`src/rtl/line_stream_tx.sv`:
```
// line_stream_tx: transmit end of the line-buffer pixel stream.
// Pixels arrive over a valid/ready handshake into a small elastic FIFO and
// leave as a fixed-geometry raster stream (data/dv/line_end/frame_end).
// Line timing never stretches: an empty FIFO in an active slot still emits
// dv with zero data and sets the sticky underrun flag.
//
// Ports:
//   clk         clock
//   rst         synchronous, active-low reset
//   en          frame enable, sampled in IDLE and at frame boundaries
//   data_i      upstream pixel
//   valid_i     upstream pixel valid
//   ready_o     FIFO can accept (transfer on valid_i && ready_o)
//   data_o      pixel to line buffer (registered)
//   dv_o        data_o valid during active region (registered)
//   line_end_o  pulse on last clock of each line period (registered)
//   frame_end_o pulse with line_end_o of the last line of a frame
//   underrun_o  sticky: an active slot found the FIFO empty
module line_stream_tx #(
  parameter int COLORDEPTH   = 8,
  parameter int SCREENWIDTH  = 1600,
  parameter int LINE_END     = 2048,
  parameter int SCREENHEIGHT = 900,
  parameter int FIFO_DEPTH   = 4
) (
  input  logic                  clk,
  input  logic                  rst,
  input  logic                  en,
  input  logic [COLORDEPTH-1:0] data_i,
  input  logic                  valid_i,
  output logic                  ready_o,
  output logic [COLORDEPTH-1:0] data_o,
  output logic                  dv_o,
  output logic                  line_end_o,
  output logic                  frame_end_o,
  output logic                  underrun_o
);

  localparam int PW = (FIFO_DEPTH > 1) ? $clog2(FIFO_DEPTH) : 1;
  localparam int CW = PW + 1;
  localparam int VW = (SCREENHEIGHT > 1) ? $clog2(SCREENHEIGHT) : 1;

  localparam logic [10:0]   H_ACT_LAST = 11'(SCREENWIDTH - 1);
  localparam logic [10:0]   H_LAST     = 11'(LINE_END - 1);
  localparam logic [VW-1:0] V_LAST     = VW'(SCREENHEIGHT - 1);
  localparam logic [CW-1:0] FIFO_FULL  = CW'(FIFO_DEPTH);

  typedef enum logic [1:0] {IDLE, ACTIVE, BLANK} state_t;

  state_t                state_q, state_d;
  logic [10:0]           hcnt_q, hcnt_d;
  logic [VW-1:0]         vcnt_q, vcnt_d;
  logic [PW-1:0]         wr_ptr_q, wr_ptr_d;
  logic [PW-1:0]         rd_ptr_q, rd_ptr_d;
  logic [CW-1:0]         count_q, count_d;
  logic [COLORDEPTH-1:0] mem_q [FIFO_DEPTH];
  logic [COLORDEPTH-1:0] data_q, data_d;
  logic                  dv_q, dv_d;
  logic                  line_end_q, line_end_d;
  logic                  frame_end_q, frame_end_d;
  logic                  underrun_q, underrun_d;

  logic fifo_empty;
  logic push;
  logic pop;

  assign ready_o     = rst && (count_q != FIFO_FULL);
  assign data_o      = data_q;
  assign dv_o        = dv_q;
  assign line_end_o  = line_end_q;
  assign frame_end_o = frame_end_q;
  assign underrun_o  = underrun_q;

  always_comb begin
    fifo_empty = (count_q == '0);
    push       = valid_i && ready_o;
    // Only active slots consume pixels; an empty FIFO leaves the slot blank.
    pop        = (state_q == ACTIVE) && !fifo_empty;

    wr_ptr_d = wr_ptr_q + PW'(push);
    rd_ptr_d = rd_ptr_q + PW'(pop);
    count_d  = count_q + CW'(push) - CW'(pop);

    state_d     = state_q;
    hcnt_d      = hcnt_q;
    vcnt_d      = vcnt_q;
    data_d      = '0;
    dv_d        = 1'b0;
    line_end_d  = 1'b0;
    frame_end_d = 1'b0;
    underrun_d  = underrun_q;

    case (state_q)
      IDLE: begin
        hcnt_d = '0;
        if (en && !fifo_empty) state_d = ACTIVE;
      end
      ACTIVE: begin
        // dv stays high on underrun so downstream addressing keeps geometry.
        dv_d = 1'b1;
        if (fifo_empty) underrun_d = 1'b1;
        else            data_d     = mem_q[rd_ptr_q];
        hcnt_d = hcnt_q + 11'd1;
        if (hcnt_q == H_ACT_LAST) state_d = BLANK;
      end
      BLANK: begin
        hcnt_d = hcnt_q + 11'd1;
        if (hcnt_q == H_LAST) begin
          hcnt_d     = '0;
          line_end_d = 1'b1;
          state_d    = ACTIVE;
          if (vcnt_q == V_LAST) begin
            // Frame boundary: the only point (besides IDLE) where en matters.
            frame_end_d = 1'b1;
            vcnt_d      = '0;
            if (!en) state_d = IDLE;
          end else begin
            vcnt_d = vcnt_q + VW'(1);
          end
        end
      end
      default: state_d = IDLE;
    endcase
  end

  always_ff @(posedge clk) begin
    if (!rst) begin
      state_q     <= IDLE;
      hcnt_q      <= '0;
      vcnt_q      <= '0;
      wr_ptr_q    <= '0;
      rd_ptr_q    <= '0;
      count_q     <= '0;
      data_q      <= '0;
      dv_q        <= 1'b0;
      line_end_q  <= 1'b0;
      frame_end_q <= 1'b0;
      underrun_q  <= 1'b0;
    end else begin
      state_q     <= state_d;
      hcnt_q      <= hcnt_d;
      vcnt_q      <= vcnt_d;
      wr_ptr_q    <= wr_ptr_d;
      rd_ptr_q    <= rd_ptr_d;
      count_q     <= count_d;
      data_q      <= data_d;
      dv_q        <= dv_d;
      line_end_q  <= line_end_d;
      frame_end_q <= frame_end_d;
      underrun_q  <= underrun_d;
    end
  end

  // Storage needs no reset: pointers and count define what is valid.
  always_ff @(posedge clk) begin
    if (push) mem_q[wr_ptr_q] <= data_i;
  end

endmodule

```
`config.mk`:
```
export PLATFORM = sky130hd
export DESIGN_NAME = line_stream_tx
export DESIGN_NICKNAME = d
export VERILOG_FILES = /design/src/rtl/line_stream_tx.sv
export SDC_FILE = /design/constraint.sdc
export NUM_CORES = 1
export LEC_CHECK = 0
export CAP_MARGIN = 10
export CORE_AREA = 2 2 88 64
export CTS_BUF_LIST = sky130_fd_sc_hd__clkbuf_4
export DETAILED_ROUTE_END_ITERATION = 12
export DIE_AREA = 0 0 90 66
export HOLD_SLACK_MARGIN = 0.02
export PLACE_DENSITY = 0.82
export SETUP_SLACK_MARGIN = 0.05
export SYNTH_ARGS = -nofsm -noshare
export SYNTH_HDL_FRONTEND = slang
export SYNTH_SLANG_ARGS = --single-unit
```
`constraint.sdc`:
```
create_clock -name clk -period 6.65 [get_ports clk]
set_input_delay 0.9975 -clock clk [delete_from_list [all_inputs] [get_ports clk]]
set_output_delay 0.9975 -clock clk [all_outputs]
set_load 0.03 [all_outputs]
```
==> key figures <==
STA
  • Fin Setup TNS: 0 ns
  • RSZ-0062 raised after global routing: false
  • Final Setup Violations: 0
  • Fmax: 0.267 GHz
  • Final period utilization: 56.4%
  • Tmin final: 3.75 ns
  • Final slew viol count: 0
  • Slew Limit Headroom: 19.4%
  • Worst Tran Pin Value: 1.21 ns
  • Final Hold Fails: 0
  • Worst clock skew: 0.0149 ns

Power
  • Clk pwr share: 28.0%
  • Sw frac: 27.0%
  • Pint: 0.693 mW
  • Worst vdd ir: 0.000152 V
  • Lkg Pwr: 1.23 nW
  • Combinational Power Share: 16.9%
  • Sw Pwr: 0.256 mW
  • Sequential power share: 55.2%
  • PwrDens: 262 nW/um^2

Clock network
  • CTS sink count: 74
  • Clock Path Buffers: 2
  • Cts bufs inserted: 9
  • CTS root buffer: clkbuf_4
  • Clock slew at reported path FFs: 0.11 ns
  • Post-CTS resize count: 0
  • CTS H-tree lvls: 3
  • Clock latency on the worst-skew pair: 0.41 ns
  • Setup repair bufs after CTS: 0
  • CTS tree: built
  • Hold buffer count at CTS: 0

Route
  • Initial DRC count: 190
  • Wire length per cell: 16.1 um
  • Drt total wl: 5970 um
  • Vias per std cell: 5.99
  • First-pass DRT Iterations: 4
  • DR DRC count: 0
  • Total number of vias: 2215
  • Post-DRT Antenna Nets: 0

Floorplan
  • Core area: 5120 um^2
  • Io pins: 25
  • DIE AREA: 5940 um^2
  • Starting Density: 62.1%
  • # rows: 22
  • Die Ht: 66 um
  • Die X: 90 um

Yosys
  • Post-synth top area cell: edfxtp_1
  • Fraction of registers with async set/reset: 0%
  • Mean Syn Cell Area: 12.0 um^2
  • Post-synth EDFFs: 32
  • Synthesis-stage register bit count: 74
  • Register area share after synthesis: 56.7%
  • Synth cell types: 52
  • Largest cells by area after synthesis: edfxtp_1 30%, dfxtp_1 26%, mux4_2 5.7%, ha_1 3.1%, nand2_1 2.1%
  • Synth cell count leaders: 42 x dfxtp_1, 32 x edfxtp_1, 18 x nand2_1, 12 x nor2_1, 11 x a21oi_1
  • Share of Yosys cell area claimed by the top area cell type: 30.2%
  • Dominant cell by count in the synthesized netlist: dfxtp_1
  • Prevailing post-synth register cell: dfxtp_1
  • Syn Std Cell Area: 3180 um^2
  • Mapped Nets: 286
  • Yosys warns: 0
  • Cells after Synth: 265

Critical path
  • Logic depth of the worst path, buffers included: 5
  • CP Launch Type: input port
  • CP max FO: 33
  • Crit-path max cell delay: 0.70 ns
  • Slowest cell on crit path: clkdlybuf4s50_1
  • Delay-heaviest family, CP: buffers and inverters
  • Bufs and invs on worst path: 4
  • WP data arrival: 2.75 ns
  • Most common cell on crit path: clkdlybuf4s50_1
  • Reg2reg path depth: 9
  • Worst setup EP type: output pin
  • Worst-path cell chain: clkdlybuf4s50_1 -> buf_4 -> clkinv_1 -> a21oi_1 -> clkdlybuf4s50_1
  • CP Class: input port to output pin
  • Critical Path RT: 5.65 ns

Final layout
  • Layout area overhead: 13.8%
  • Antenna Cells: 0
  • Layout cell share with drive strength beyond 1: 12.1%
  • Nets@finish: 314
  • Util after Layout: 70.7%

Place
  • Port buffer count: 24
  • GP Congestion: 0.843
  • Dpl hpwl: 4140 um

Global routing
  • Vias in the first global route: 2110
  • First-pass GRT wire length: 10000 um
  • Initial antenna violation count: 0
  • All-layer global routing usage: 22.2%
  • Largest net degree at the start of global routing: 34
  • GRT Residual Overflow: 0

Status
  • Status: finished, final reports clean

Hold path
  • Hold depth: 2
  • Hold WC Path Type: flip-flop to flip-flop

Flow run
  • Max capacitance violation total: 0
-- metal layers --
layer | up-vias | part of all wire, % | GRT usage [%]
met4 | 0 | 0.85 | 7.69
met5 | - | 0 | 0
met2 | 48 | 45 | 34.0
met3 | 8 | 4.5 | 7.87
li1 | 1079 | - | -
met1 | 1080 | 50 | 29.7
-- sequential cells by signal, summed over array words and instances, names as in the netlist --
signal,count
wr_ptr_q,2
vcnt_q,10
frame_end_o,1
hcnt_q,11
mem_q,32
underrun_o,1
data_o,8
count_q,3
dv_o,1
rd_ptr_q,2
line_end_o,1
state_q,2
-- power groups by stage --
| stage | logic [mW] | registers, mW | clock network [mW] |
|---|---|---|---|
| final | 0.160 | 0.524 | 0.265 |
| after global routing | 0.177 | 0.528 | 0.291 |
| after CTS | 0.159 | 0.524 | 0.270 |
| after detailed placement | 0.158 | 0.534 | 0 |
| after global placement | 0.154 | 0.533 | 0 |
| after floorplan | 0.109 | 0.533 | 0 |
-- stage by stage --
step                area (um^2)  hold WS, ns  instances  power [mW]  setup slack [ns]
detailed placement         3470        0.463        352       0.693              2.91
floorplan                  3180        0.449        265       0.642              3.51
CTS                        3600        0.486        368       0.954              2.90
finish                     3620        0.486        370       0.949              2.90
global route               3620        0.508        370       0.996              2.80
global placement           3470        0.458        352       0.686              2.91
-- final cells by class --
type	instances	area, um^2
multi-input combinational	170	1290
inverter	10	37.5
timing repair buffer	28	268
clock inverter	6	57.6
tap	72	90.1
clock buffer	10	75.1
sequential	74	1800
fill	379	1500
-- final timing paths --
path | start | endpoint | slack, ns
max | rst | ready_o | 2.90
min | vcnt_q[1]$_SDFFE_PN0P_ | vcnt_q[1]$_SDFFE_PN0P_ | 0.49
max reg2reg | state_q[1]$_SDFFE_PN0P_ | count_q[2]$_SDFF_PN0_ | 4.12
min reg2reg | vcnt_q[1]$_SDFFE_PN0P_ | vcnt_q[1]$_SDFFE_PN0P_ | 0.49
-- kinds of logic after synthesis --
kind of cell	after synthesis	synth area share, %
and+or+nand+nor	95	17.8
adders and majority gates	9	3.78
buffers and inverters	21	2.83
xor gates and xnor gates	9	2.48
AOI/OAI and AO/OA	48	10.5
DFF	74	56.7
muxes	9	5.98
-- cell usage in the layout, fill, tap and decap left out, types with 2 or more instances in the layout --
master | synthesis | layout
a31oi_1 | 3 | 3
edfxtp_1 | 32 | 32
buf_4 | 0 | 2
nand2_1 | 18 | 18
o22ai_1 | 3 | 3
xnor2_1 | 5 | 5
nand3_1 | 6 | 6
nor4_1 | 3 | 3
nand4b_1 | 2 | 2
o32ai_1 | 2 | 2
or3_1 | 7 | 7
and2_1 | 6 | 6
nand4_1 | 7 | 7
or2_2 | 2 | 2
dfxtp_1 | 42 | 42
nor2_1 | 12 | 12
inv_1 | 9 | 9
mux4_2 | 8 | 8
clkinv_1 | 1 | 2
clkbuf_4 | 0 | 11
nor3b_1 | 2 | 2
o31a_1 | 2 | 2
o31ai_1 | 4 | 4
xor2_1 | 4 | 4
a41oi_1 | 5 | 5
and4_1 | 2 | 2
a21oi_1 | 11 | 11
o2bb2ai_1 | 2 | 2
nand2b_1 | 3 | 3
or4_1 | 4 | 4
nand4_4 | 2 | 2
nor3_1 | 5 | 5
and3_1 | 10 | 10
o21ai_0 | 6 | 6
clkdlybuf4s50_1 | 0 | 24
clkinv_2 | 0 | 3
ha_1 | 8 | 8
-- worst min-delay path, delay by kind of cell (launching register included) --
family           cells  cell delay [ns]
AO/OA/AOI/OAI        1             0.05
flip-flops           1             0.34
AND/OR/NAND/NOR      1             0.06
Note: power is estimated with default switching activity, not from simulation.
